## config.mk

```make
export PLATFORM = sky130hd
export DESIGN_NAME = dram_sched
export DESIGN_NICKNAME = d
export VERILOG_FILES = /design/src/rtl/dram_sched.sv
export SDC_FILE = /design/constraint.sdc
export NUM_CORES = 1
export LEC_CHECK = 0
export CELL_PAD_IN_SITES_DETAIL_PLACEMENT = 0
export CELL_PAD_IN_SITES_GLOBAL_PLACEMENT = 1
export CORE_MARGIN = 2
export CORE_UTILIZATION = 29
export DETAILED_ROUTE_END_ITERATION = 6
export PLACE_DENSITY_LB_ADDON = 0.12
export SYNTH_ARGS = -nofsm -noshare
export SYNTH_HDL_FRONTEND = slang
export SYNTH_SLANG_ARGS = --single-unit
```

## constraint.sdc

```tcl
create_clock -name clk -period 2.8 [get_ports clk]
set_input_delay 0.56 -clock clk [delete_from_list [all_inputs] [get_ports clk]]
set_output_delay 0.56 -clock clk [all_outputs]
set_load 0.005 [all_outputs]
```

## src/rtl/dram_sched.sv

```systemverilog
// rtl/dram_sched.sv - single-outstanding DRAM request scheduler for imem, dmem and the program loader
//
// Serializes imem reads, dmem reads/writes and loader writes onto one DRAM user port. Only one
// transaction is in flight at a time. Each completion is routed back to the requester that owns it.
// dmem beats imem, but a starvation guard forces an imem grant after STARVE_LIMIT consecutive dmem
// grants made while imem was waiting. While ld_en is high only the loader is served.
// Optional macro DRAM_SCHED_STATS_EN adds the stat_igrant/stat_dgrant/stat_starve counters.
//
// Ports:
//   clk, rst_x                     clock, asynchronous active-low reset
//   ld_en, ld_req, ld_addr,        loader mode and write request (written with all byte enables)
//   ld_wdata, ld_done
//   i_req, i_addr, i_rdata,        imem read port
//   i_valid
//   d_req, d_addr, d_wdata, d_we,  dmem port, d_we == 0 means read
//   d_rdata, d_valid, d_written
//   dram_oe, dram_addr,            DRAM command (dram_oe is a one-cycle strobe; dram_we == 0 is a read)
//   dram_wdata, dram_we
//   dram_rdata, dram_valid,        DRAM responses
//   dram_written
//   busy                           high whenever a transaction is in flight
//   stat_igrant, stat_dgrant,      grant counters (DRAM_SCHED_STATS_EN only)
//   stat_starve
module dram_sched #(
    parameter int MEM_SCALE    = 27,
    parameter int STARVE_LIMIT = 4,
    parameter int CNT_W        = 32
) (
    input  logic                 clk,
    input  logic                 rst_x,
    input  logic                 ld_en,
    input  logic                 ld_req,
    input  logic [MEM_SCALE-1:0] ld_addr,
    input  logic [31:0]          ld_wdata,
    output logic                 ld_done,
    input  logic                 i_req,
    input  logic [MEM_SCALE-1:0] i_addr,
    output logic [31:0]          i_rdata,
    output logic                 i_valid,
    input  logic                 d_req,
    input  logic [MEM_SCALE-1:0] d_addr,
    input  logic [31:0]          d_wdata,
    input  logic [3:0]           d_we,
    output logic [31:0]          d_rdata,
    output logic                 d_valid,
    output logic                 d_written,
    output logic                 dram_oe,
    output logic [MEM_SCALE-1:0] dram_addr,
    output logic [31:0]          dram_wdata,
    output logic [3:0]           dram_we,
    input  logic [31:0]          dram_rdata,
    input  logic                 dram_valid,
    input  logic                 dram_written,
    output logic                 busy
`ifdef DRAM_SCHED_STATS_EN
    ,
    output logic [CNT_W-1:0]     stat_igrant,
    output logic [CNT_W-1:0]     stat_dgrant,
    output logic [CNT_W-1:0]     stat_starve
`endif
);

    if (STARVE_LIMIT < 1 || STARVE_LIMIT > 15 || CNT_W < 1) begin : g_param_check
        $error("dram_sched: STARVE_LIMIT must be 1..15 and CNT_W at least 1");
    end

    typedef enum logic [1:0] {
        ST_IDLE  = 2'd0,
        ST_ISSUE = 2'd1,
        ST_WAIT  = 2'd2,
        ST_RESP  = 2'd3
    } state_t;

    localparam logic [1:0] OWN_I = 2'd0;
    localparam logic [1:0] OWN_D = 2'd1;
    localparam logic [1:0] OWN_L = 2'd2;
    localparam logic [3:0] STARVE_MAX = 4'(STARVE_LIMIT);

    state_t                 state_q, state_d;
    logic [1:0]             owner_q, owner_d;
    logic [3:0]             starve_cnt, starve_d;
    logic                   gnt_i, gnt_d, gnt_l, grant, starve_hit, is_read;

    logic                   dram_oe_d;
    logic [MEM_SCALE-1:0]   dram_addr_d;
    logic [31:0]            dram_wdata_d;
    logic [3:0]             dram_we_d;
    logic [31:0]            i_rdata_d, d_rdata_d;
    logic                   i_valid_d, d_valid_d, d_written_d, ld_done_d, busy_d;

    // The latched byte enables double as the read/write flag of the transaction in flight.
    assign is_read = (dram_we == 4'h0);

    // Arbitration is evaluated every cycle but only acted on in IDLE, so a change of ld_en
    // mid-transaction only takes effect at the next IDLE.
    assign starve_hit = !ld_en && i_req && (starve_cnt == STARVE_MAX);

    always_comb begin
        gnt_i = 1'b0;
        gnt_d = 1'b0;
        gnt_l = 1'b0;
        if (ld_en) begin
            gnt_l = ld_req;
        end else if (starve_hit) begin
            gnt_i = 1'b1;
        end else if (d_req) begin
            gnt_d = 1'b1;
        end else if (i_req) begin
            gnt_i = 1'b1;
        end
    end

    assign grant = (state_q == ST_IDLE) && (gnt_i || gnt_d || gnt_l);

    // State register; every output is a register loaded from its *_d value.
    always_ff @(posedge clk or negedge rst_x) begin
        if (!rst_x) begin
            state_q    <= ST_IDLE;
            owner_q    <= OWN_I;
            starve_cnt <= 4'd0;
            dram_oe    <= 1'b0;
            dram_addr  <= '0;
            dram_wdata <= 32'd0;
            dram_we    <= 4'h0;
            i_rdata    <= 32'd0;
            d_rdata    <= 32'd0;
            i_valid    <= 1'b0;
            d_valid    <= 1'b0;
            d_written  <= 1'b0;
            ld_done    <= 1'b0;
            busy       <= 1'b0;
        end else begin
            state_q    <= state_d;
            owner_q    <= owner_d;
            starve_cnt <= starve_d;
            dram_oe    <= dram_oe_d;
            dram_addr  <= dram_addr_d;
            dram_wdata <= dram_wdata_d;
            dram_we    <= dram_we_d;
            i_rdata    <= i_rdata_d;
            d_rdata    <= d_rdata_d;
            i_valid    <= i_valid_d;
            d_valid    <= d_valid_d;
            d_written  <= d_written_d;
            ld_done    <= ld_done_d;
            busy       <= busy_d;
        end
    end

    // Next state. The strobe of the opposite kind is ignored while waiting.
    always_comb begin
        state_d = state_q;
        case (state_q)
            ST_IDLE:  if (grant) state_d = ST_ISSUE;
            ST_ISSUE: state_d = ST_WAIT;
            ST_WAIT:  if (is_read ? dram_valid : dram_written) state_d = ST_RESP;
            ST_RESP:  state_d = ST_IDLE;
            default:  state_d = ST_IDLE;
        endcase
    end

    // Output next-values. The command fields are loaded only on a grant, so they stay stable
    // from ISSUE until RESP exits; read data holds until the next read completion of its port.
    always_comb begin
        owner_d      = owner_q;
        starve_d     = starve_cnt;
        dram_oe_d    = 1'b0;
        dram_addr_d  = dram_addr;
        dram_wdata_d = dram_wdata;
        dram_we_d    = dram_we;
        i_rdata_d    = i_rdata;
        d_rdata_d    = d_rdata;
        i_valid_d    = 1'b0;
        d_valid_d    = 1'b0;
        d_written_d  = 1'b0;
        ld_done_d    = 1'b0;
        busy_d       = (state_d != ST_IDLE);

        if (grant) begin
            dram_oe_d = 1'b1;
            if (gnt_l) begin
                owner_d      = OWN_L;
                dram_addr_d  = ld_addr;
                dram_wdata_d = ld_wdata;
                dram_we_d    = 4'hF;
            end else if (gnt_i) begin
                owner_d      = OWN_I;
                dram_addr_d  = i_addr;
                dram_wdata_d = 32'd0;
                dram_we_d    = 4'h0;
                starve_d     = 4'd0;
            end else begin
                owner_d      = OWN_D;
                dram_addr_d  = d_addr;
                dram_wdata_d = d_wdata;
                dram_we_d    = d_we;
                if (i_req && (starve_cnt != STARVE_MAX)) begin
                    starve_d = starve_cnt + 4'd1;
                end
            end
        end

        if ((state_q == ST_WAIT) && (state_d == ST_RESP)) begin
            case (owner_q)
                OWN_I: begin
                    i_valid_d = 1'b1;
                    i_rdata_d = dram_rdata;
                end
                OWN_D: begin
                    if (is_read) begin
                        d_valid_d = 1'b1;
                        d_rdata_d = dram_rdata;
                    end else begin
                        d_written_d = 1'b1;
                    end
                end
                default: ld_done_d = 1'b1;
            endcase
        end
    end

`ifdef DRAM_SCHED_STATS_EN
    always_ff @(posedge clk or negedge rst_x) begin
        if (!rst_x) begin
            stat_igrant <= '0;
            stat_dgrant <= '0;
            stat_starve <= '0;
        end else if (grant) begin
            if (gnt_i) stat_igrant <= stat_igrant + CNT_W'(1);
            if (gnt_d) stat_dgrant <= stat_dgrant + CNT_W'(1);
            if (gnt_i && starve_hit) stat_starve <= stat_starve + CNT_W'(1);
        end
    end
`endif

endmodule

```

# Yosys cells after proc, flatten, opt, wreduce, memory -nomap -nowiden
# Cells that the tools add are included.
dict set report op_classes {
  n_addsub 1
  eq_ne 7
  n_mux 33
  bitwise_logic 1
  reduce_logical 17
}
# operator count
set ops {}
lappend ops {{$mux 32} 2}
lappend ops {{$mux 27} 2}
lappend ops {{$mux 1} 21}
lappend ops {{$mux 4} 4}
lappend ops {{$pmux 2 s4} 1}
lappend ops {{$eq 2x2->1 const B} 3}
lappend ops {{$mux 2} 3}
lappend ops {{$reduce_and 3->1} 2}
lappend ops {{$logic_and 1x1->1} 5}
lappend ops {{$add 4x1->4 const B} 1}
lappend ops {{$eq 2x1->1 const B} 2}
lappend ops {{$eq 4x3->1 const B} 1}
lappend ops {{$logic_not 2->1} 2}
lappend ops {{$logic_not 4->1} 1}
lappend ops {{$ne 4x3->1 const B} 1}
lappend ops {{$reduce_bool 2->1} 2}
lappend ops {{$logic_or 1x1->1} 2}
lappend ops {{$reduce_and 2->1} 1}
lappend ops {{$reduce_or 2->1} 1}
lappend ops {{$logic_not 1->1} 1}
lappend ops {{$not 1->1} 1}
dict set report word_totals {
  ff_bits 141
  input_bits 189
  word_cells 73
}

# Longest topological paths before layout
# Gate-level depths: netlist of run 1.
dict set report logic_depth {
  depth_word 13
  depth_mapped 9
  ltp_nobuf 6
}

# Worst setup path before layout of run 1
# No wires, ideal clock.
dict set report synth_path {
  path_type {register to register}
  from {reg state_q[0]}
  to {reg i_rdata[10]}
  setup_time_ns 0.125
  arrival_time_ns 1.894
  setup_slack_ns 0.781
  stages_incl_launch_ff 7
  path_buffers 1
  path_cell_list {dfrtp_1 -> inv_1 -> ha_1 -> o31a_2 -> o211ai_2 -> buf_2 -> mux2_2}
}
dict set report synth_between {
  elab_chain_len 7
  word_cells_on_any_way 11
}
# item line_no
set synth_rtl {}
lappend synth_rtl {{from (decl)} 79} ;# state_t state_q, state_d;
lappend synth_rtl {{from (signal assigned)} 133} ;# state_q <= state_d;
lappend synth_rtl {{$logic_not 2->1} {113, 153}}
lappend synth_rtl {{$logic_and 1x1->1} 113} ;# assign grant = (state_q == ST_IDLE) && (gnt_i || gnt_d || gnt_l);
lappend synth_rtl {{$mux 2} 154} ;# ST_IDLE: if (grant) state_d = ST_ISSUE;
lappend synth_rtl {{$pmux 2 s4} 153} ;# case (state_q)
lappend synth_rtl {{$eq 2x2->1} 203} ;# if ((state_q == ST_WAIT) && (state_d == ST_RESP)) begin
lappend synth_rtl {{$logic_and 1x1->1 (*)} 203}
lappend synth_rtl {{$reduce_and 2->1 (no source line) (*)} --}
lappend synth_rtl {{to (signal assigned)} 140} ;# i_rdata <= i_rdata_d;
lappend synth_rtl {{to (decl)} 38} ;# output logic [31:0] i_rdata,
# Mark *: on every way between the ends. The rest lies on a longest branch, timed or not.
# A chain may end at the register's enable or synchronous reset.

# Worst setup path in the final report of run 1
dict set report layout_path {
  from {reg state_q[0]}
  to {reg dram_addr[15]}
}
dict set report layout_between {
  elab_chain_len 2
}
# item line_no
set layout_rtl {}
lappend layout_rtl {{$logic_not 2->1} 113}
lappend layout_rtl {{$logic_and 1x1->1} 113}
lappend layout_rtl {{to (signal assigned)} 137} ;# dram_addr <= dram_addr_d;
lappend layout_rtl {{to (decl)} 48} ;# output logic [MEM_SCALE-1:0] dram_addr,
# No other way between the ends.

==> reports/summary.md, run 1 <==
For the initial antenna violation count, the log shows 0. For this design the ratio of total power to cell area is 1000 nW/µm². Summing all multi-input logic gate instances after layout gives 2170 µm². Combinational cells account for 42.7% of the total power. Overall die area: 21600 µm². After synthesis, the share of flip-flops with an asynchronous set or reset is 100%.

0 antenna diodes ended up in the layout. The count of cells in the finished layout, fillers not included, comes to 1060. Cells fill 49.6% of the core in the end.

The slew at the pin with the worst max-slew slack works out to 1.24 ns. Summing all flip-flop and latch instances after layout gives 3530 µm². For the worst flop-to-flop path, the logic depth is 5.

The tools report the net load switching power as 0.00302 W. The run gives 4 as the number of levels the H-tree was split into. Setup repair after global routing left no endpoint under its margin.

The clock transition at the registers of the reported paths came out at 0.06 ns. At the placement stage, the worst setup path has a slack of 0.0270 ns. The floorplan has 52 rows. The part of the power in registers is 35.0%, and the placer's final routability congestion estimate is 0.859. In this run, synthesis inferred 0 flip-flops with an integrated enable. The tools report the wire length of the first global-routing pass as 30600 µm.

Cell internal power was estimated by the tool at 0.00700 W. In this run the critical register-to-register path is launched from state_q[0]. For the number of hold-slack violations in the final timing report, the log shows 0. The post-detailed-route via-to-cell ratio came out at 4.78.

The worst setup path is launched from a flop. The area growth from synthesis to layout is 68.9%. For the number of warnings printed during yosys synthesis, the log shows 0.

The detailed placement HPWL was 14300 µm. For the final-report max-slew violation count, the log shows 0. The worst-case IR drop observed on VDD is 0.503 mV.

The highest achievable clock rate was 422 MHz. The tools report the routed via count as 5066. Synthesis produced a netlist with a net count of 647. During I/O placement, the number of pins put on the boundary was 322. At the worst endpoint, the required time is 3.14 ns. The logs give 0.43 ns for the register-to-register path setup slack and 33 for the distinct cell type count of the synthesized netlist. CTS saw 141 sinks. The run gives 0 as the number of hold buffers added after cts.

After synthesis, the mean cell area works out to 13.0 µm². The final layout contains 970 nets. The critical register-to-register path endpoint was dram_addr[15]. The number of placed instances, taps included, is 1028. The logs give 2 for the number of buffers between clock root and the deepest sink and 0 for the final-report setup violation count. STA classifies the critical path endpoint as a flop.

Yosys attributes the largest share of cell area to sky130_fd_sc_hd__dfrtp_1, sky130_fd_sc_hd__mux2_2, sky130_fd_sc_hd__nand2_1. Setup slack on the critical path of the routed design comes to 0.431 ns. For the aggregate routed wire length, the log shows 19900 µm. The logs give 178 for the starting DRC count in detailed routing and 17.2% for the tightest slew margin relative to the limit. After synthesis, the largest area contributor takes up 59.6% of total cell area. The number of gates resized after CTS was 0. The total global routing overflow is 0. The switching share of power is 30.1%. The tools report the timing startpoint of the critical path as state_q[0].

Per report_power, the clock group accounts for 22.3% of the total. Counting flops and latches in the post-synthesis netlist gives 141. The worst path uses 84.6% of the clock period.

The run finished with clean final reports. The die is 147 µm tall. The number of fill cells came out at 1780. Number of remaining DRC errors: 0.

For the number of routed nets with antenna violations, the log shows 0. Synthesis handed over a netlist of 454 instances. Dividing the detail-routed wire length by the instance count gives 18.8 µm. Post-CTS timing repair inserted 0 buffers for setup. Buffers placed on the I/O ports in this run total 321.

Across the run, the number of max-cap violations was 0. The layout cell share with drive strength beyond 1 came out at 14.7%. The critical path is of the reg2reg type. Summing every instance area after synthesis gives 5920 µm². The insertion delay of the later-clocked pin in the worst-skew pair is 0.42 ns. The share of the Yosys chip area taken by registers is 59.6%.

Adding up every negative setup slack in the final design gives 0 ns. The flip-flop cell with the highest count after synthesis was sky130_fd_sc_hd__dfrtp_1. The number of global-route vias before repair was 5289. The tightest min-delay check is of the in2async type. TritonCTS built the clock tree. The time the final worst path needs with I/O delays and setup came out at 2.37 ns. Summed over all instances, the cell type with the most area after synthesis is sky130_fd_sc_hd__dfrtp_1. Measured along the x axis, the die boundary spans 147 µm. The pre-antenna-repair detailed-routing pass consisted of 4 iterations. Of all nets on the critical path, the largest fanout is 27.

The worst endpoint data arrival time is 2.71 ns. The tools report the number of buffers inserted during clock tree synthesis as 17. CTS placed an instance of sky130_fd_sc_hd__clkbuf_16 at the clock tree root.

Entering global routing, the biggest net connects 73 pins. The region available for standard cell placement spans 20200 µm². The initial utilization of the core area, before any placement, comes to 29.4%. Clock skew on the completed layout was measured at 0.0125 ns. For this design the static power due to leakage is 4.37 nW. The global routing usage summed across all routing layers is 18.4%.
## cell usage in the layout, fill, tap and decap left out, drive strengths merged, types with 4 or more instances in the layout
cell           instances
nor2                   7
dfrtp                141
buf                   12
o21ai                 11
inv                   17
nand3                  5
a221o                 27
nand2                 73
ha                     4
a22o                  27
mux2                  64
clkbuf                18
clkdlybuf4s50        320
a22oi                 32
nor3                   5
## metal layers
metal	GRT usage, %	share of wire (%)	up-vias	wire length (µm)
li1	-	-	2318	-
met5	0	0	-	0
met4	5.38	1.9	0	371
met1	22.1	40	2530	8020
met2	30.1	49	196	9780
met3	7.98	8.9	22	1770
## layout make-up
type / instances / share of cell area [%]
clock inverter: 14 / 1.48
tap: 270 / 3.38
sequential: 141 / 35.3
inverter: 9 / 0.338
timing repair buffer: 332 / 33.6
multi-input combinational: 276 / 21.7
clock buffer: 18 / 4.29
## sequential cells by signal (all words and copies together) (netlist names)
name and cells:
d_rdata 32, dram_wdata 32, i_rdata 32, dram_addr 27, dram_we 4, starve_cnt 4, owner_q 2, state_q 2
busy 1, d_valid 1, d_written 1, dram_oe 1, i_valid 1, ld_done 1
## synthesized netlist by cell type (2+ instances only)
| cell | n |
|---|---|
| sky130_fd_sc_hd__nand3_1 | 5 |
| sky130_fd_sc_hd__mux2_4 | 9 |
| sky130_fd_sc_hd__dfrtp_1 | 141 |
| sky130_fd_sc_hd__o21ai_0 | 11 |
| sky130_fd_sc_hd__clkbuf_1 | 7 |
| sky130_fd_sc_hd__a22o_1 | 27 |
| sky130_fd_sc_hd__o21a_1 | 2 |
| sky130_fd_sc_hd__nor2_1 | 7 |
| sky130_fd_sc_hd__mux2_2 | 55 |
| sky130_fd_sc_hd__inv_1 | 9 |
| sky130_fd_sc_hd__buf_6 | 12 |
| sky130_fd_sc_hd__nor3_1 | 5 |
| sky130_fd_sc_hd__ha_1 | 4 |
| sky130_fd_sc_hd__nand3b_1 | 2 |
| sky130_fd_sc_hd__a221o_1 | 27 |
| sky130_fd_sc_hd__nand2_1 | 73 |
| sky130_fd_sc_hd__nor2b_1 | 3 |
| sky130_fd_sc_hd__a22oi_1 | 32 |
| sky130_fd_sc_hd__buf_2 | 9 |
## power groups by stage
stage          clock network (W)  registers, W  logic, W
2_1_floorplan                  0       0.00356   0.00168
3_3_place_gp                   0       0.00350   0.00427
3_5_place_dp                   0       0.00352   0.00432
4_1_cts                  0.00232       0.00352   0.00435
5_1_grt                  0.00242       0.00363   0.00461
6_report                 0.00223       0.00351   0.00428
## logic make-up (layout without fill, tap and decap cells)
group,after synthesis,after routing,share of synthesized area [%]
AO/OA/AOI/OAI,106,106,15.1
adder cells (fa/ha/maj),4,4,0.845
buffers and inverters,37,373,4.05
flip-flops,141,141,59.6
multiplexers,64,64,12.7
AND/OR/NAND/NOR,102,102,7.69
## stage by stage
stage          instance area [µm²]  total power (W)  hold WS (ns)
2_1_floorplan                 5920          0.00523         0.264
3_3_place_gp                  9430          0.00777         0.486
3_5_place_dp                  9430          0.00784         0.488
6_report                     10000           0.0100         0.159
4_1_cts                      10000           0.0102         0.177
5_1_grt                      10000           0.0107         0.197
## worst max-delay path: stages, from the launching register on
cell and delay (ns):
sky130_fd_sc_hd__dfrtp_1 0.41, sky130_fd_sc_hd__inv_1 0.09, sky130_fd_sc_hd__ha_1 0.29, sky130_fd_sc_hd__nand3b_1 0.21, sky130_fd_sc_hd__nor2_2 0.97, sky130_fd_sc_hd__a221o_1 0.32
## how the worst max path moves through the flow
stage                                to  slack [ns]
after floorplan             i_rdata[10]        0.78
after global placement    dram_addr[10]        0.12
after detailed placement   dram_addr[9]        0.03
after CTS                 dram_addr[15]        0.39
after global routing       dram_addr[1]        0.20
final                     dram_addr[15]        0.43
(Power assumes the default switching activity.)
==> inputs of run 2 (changes only) <==
clock period = 2.26 ns   (was 2.8 ns; I/O delays follow)
==> run 2 against run 1 <==
Critical path depth up 2; non-clock buffer count up 15; setup slack worse by 0.32 ns; sequential cell count unchanged.
==> reports/summary.md, run 2 (synthesis results as in run 1) <==
The worst hold path begins at dram_wdata[21]. Timing analysis after detailed placement gives a worst setup slack of -0.292 ns. The tools report the sequential cell area as 3530 µm². The worst hold path passes through 2 cells. Once layout is complete, the cells apart from fillers number 1075. In this run the critical register-to-register path is captured at dram_addr[2]. The wire length of the first global-routing pass is 31500 µm, and the count of nets after finishing is 985.

The cell chosen for the clock root was sky130_fd_sc_hd__clkbuf_16. For the number of hold-slack violations in the final timing report, the log shows 0. The part of the cycle the worst path needs is 95.3%, and the power density normalized to cell area is 1240 nW/µm². Once routing completed, OpenROAD measured the worst setup slack at 0.107 ns. STA puts the critical path data arrival time at 2.46 ns. The worst setup path is captured at a flop. Buffers placed on the I/O ports in this run total 321. For the worst setup path, the data required time is 2.56 ns. The top cell types in the final layout, fill and taps aside, are sky130_fd_sc_hd__clkdlybuf4s50_1, sky130_fd_sc_hd__dfrtp_1, sky130_fd_sc_hd__nand2_1.

The count of cells along the worst register-to-register path works out to 7. For this run, design rule violations remaining after detail routing come to 0. The tools report the initial cell density of the core as 29.4%. Global routing used 18.8% of the available tracks across all layers. The die is 147 µm wide. The insertion delay of the later-clocked pin in the worst-skew pair was 0.42 ns; the number of fill cells was 1765. The initial antenna violation count is 0. For this design, the sink count on the clock tree is 141. The final standard cell utilization of the core is 50.7%, and the clock tree skew after final layout is 0.00934 ns. The final-report setup violation count is 0, and the number of rows created at floorplan is 52. The worst register-to-register path has a setup slack of 0.11 ns.

Setup repair after global routing left no endpoint under its margin. Routability-driven placement finished with a final weighted congestion of 0.812. The tools report the I/O pin total as 322. Number of global-route vias before repair: 5506.

Wires add up to 20100 µm. The logs give 1042 for the number of placed instances with taps included and 0 for the number of routed nets with antenna violations. The flow ran to the end, and the final reports show no timing, DRC or antenna violations.

The run gives 0 as the total global routing overflow. The type of the setup path with the least slack was reg2reg. After layout, the design draws a total of 0.0127 W. The number of buffers inserted during clock tree synthesis is 17. Summed over all cells, the static leakage comes to 4.48 nW. In the final routed layout, each cell accounts on average for 18.7 µm.

The reported max-cap violation count came out at 0. Largest net degree at the start of global routing: 52. IR analysis of the VDD net gives a maximum drop of 0.544 mV.

The buffers inserted during post-CTS setup optimization is 0, and the final-report max-slew violation count is 0. The wire-length estimate of the detail-placed layout is 14600 µm. TritonCTS built the clock tree. The die covers 21600 µm².

The H-tree was split into 4 levels. For hold timing, the worst endpoint is dram_wdata[21]. In the final layout, the registers with the most flip-flops are d_rdata x32, dram_wdata x32, i_rdata x32. Timing would allow up to 464 MHz. After detailed routing, the number of vias per cell comes to 4.76. Measured against its own limit, the worst slew margin works out to 52.2%.

0 antenna diodes ended up in the layout. The peak fanout along the critical path is 16, and the total area of multi-input combinational cells is 2180 µm². The layout cell share with drive strength beyond 1 was 16.3%.

Clock-pin slew was measured on the worst setup and hold paths at 0.06 ns. The worst setup path is launched from a flop. The longest clock path from root to sink contains 2 buffers. The tools report the startpoint of the most critical register-to-register path as state_q[0]. The path class of the tightest hold or removal check is reg2reg. The die is 147 µm tall. At the pin with the least slew margin, the transition time is 0.715 ns. The area of the core was 20200 µm². The time the final worst path needs with I/O delays and setup came out at 2.15 ns.

The detailed router finished its first iteration with 205 violations. The routed layout has 5115 vias. The total iterations of the first detailed-routing run came out at 5. The layout overhead on the synthesized area is 72.4%. The library cell used most frequently in the layout, excluding fill and tap cells, is sky130_fd_sc_hd__clkdlybuf4s50_1.
## run 2: layout make-up
cell class / instances / share of cell area [%]
Sequential cell: 141 / 34.5
Clock inverter: 14 / 1.69
Clock buffer: 18 / 4.20
Timing Repair Buffer: 347 / 34.6
Inverter: 9 / 0.331
Tap cell: 270 / 3.31
Multi-Input combinational cell: 276 / 21.3
## run 2: report_power, final
group	switching (W)	total, W	internal (W)
clock network	0.00121	0.00289	0.00167
registers	0.000666	0.00436	0.00370
logic	0.00191	0.00545	0.00354
## run 2: what timing repair did
action | CTS | global route
hold buffers | 1 | 0
resized for setup | 1 | 1
setup endpoints to repair | 27 | 45
hold endpoints to repair | 1 | 0
## run 2: critical path, cell delays in order (launching register included)
cell	delay, ns
sky130_fd_sc_hd__dfrtp_1	0.38
sky130_fd_sc_hd__inv_1	0.09
sky130_fd_sc_hd__ha_2	0.27
sky130_fd_sc_hd__inv_1	0.11
sky130_fd_sc_hd__or3_2	0.49
sky130_fd_sc_hd__buf_4	0.22
sky130_fd_sc_hd__a22o_1	0.21
sky130_fd_sc_hd__a221o_1	0.27
## run 2: worst max path at each step
stage          startpoint             to  cells after the start
3_5_place_dp        d_req   dram_addr[4]                      6
5_1_grt        state_q[1]     d_rdata[7]                      6
3_3_place_gp        d_req  dram_addr[24]                      6
6_report       state_q[0]   dram_addr[2]                      7
4_1_cts        state_q[0]   dram_addr[2]                      7
2_1_floorplan  state_q[0]    i_rdata[10]                      6
## run 2: layer usage
layer | up-vias | GRT usage, % | wire length [µm]
met4 | 0 | 5.48 | 356
met5 | - | 0 | 0
met1 | 2549 | 22.1 | 8080
li1 | 2345 | - | -
met2 | 197 | 31.3 | 9820
met3 | 24 | 7.95 | 1860
## run 2: metrics by stage
stage | hold WS, ns | setup TNS, ns | instance area, µm²
finish | 0.505 | 0 | 10200
floorplan | 0.156 | 0 | 5920
global route | 0.517 | 0 | 10200
CTS | 0.506 | 0 | 10200
detailed placement | 0.454 | -17.98 | 9600
global placement | 0.452 | -12.05 | 9600
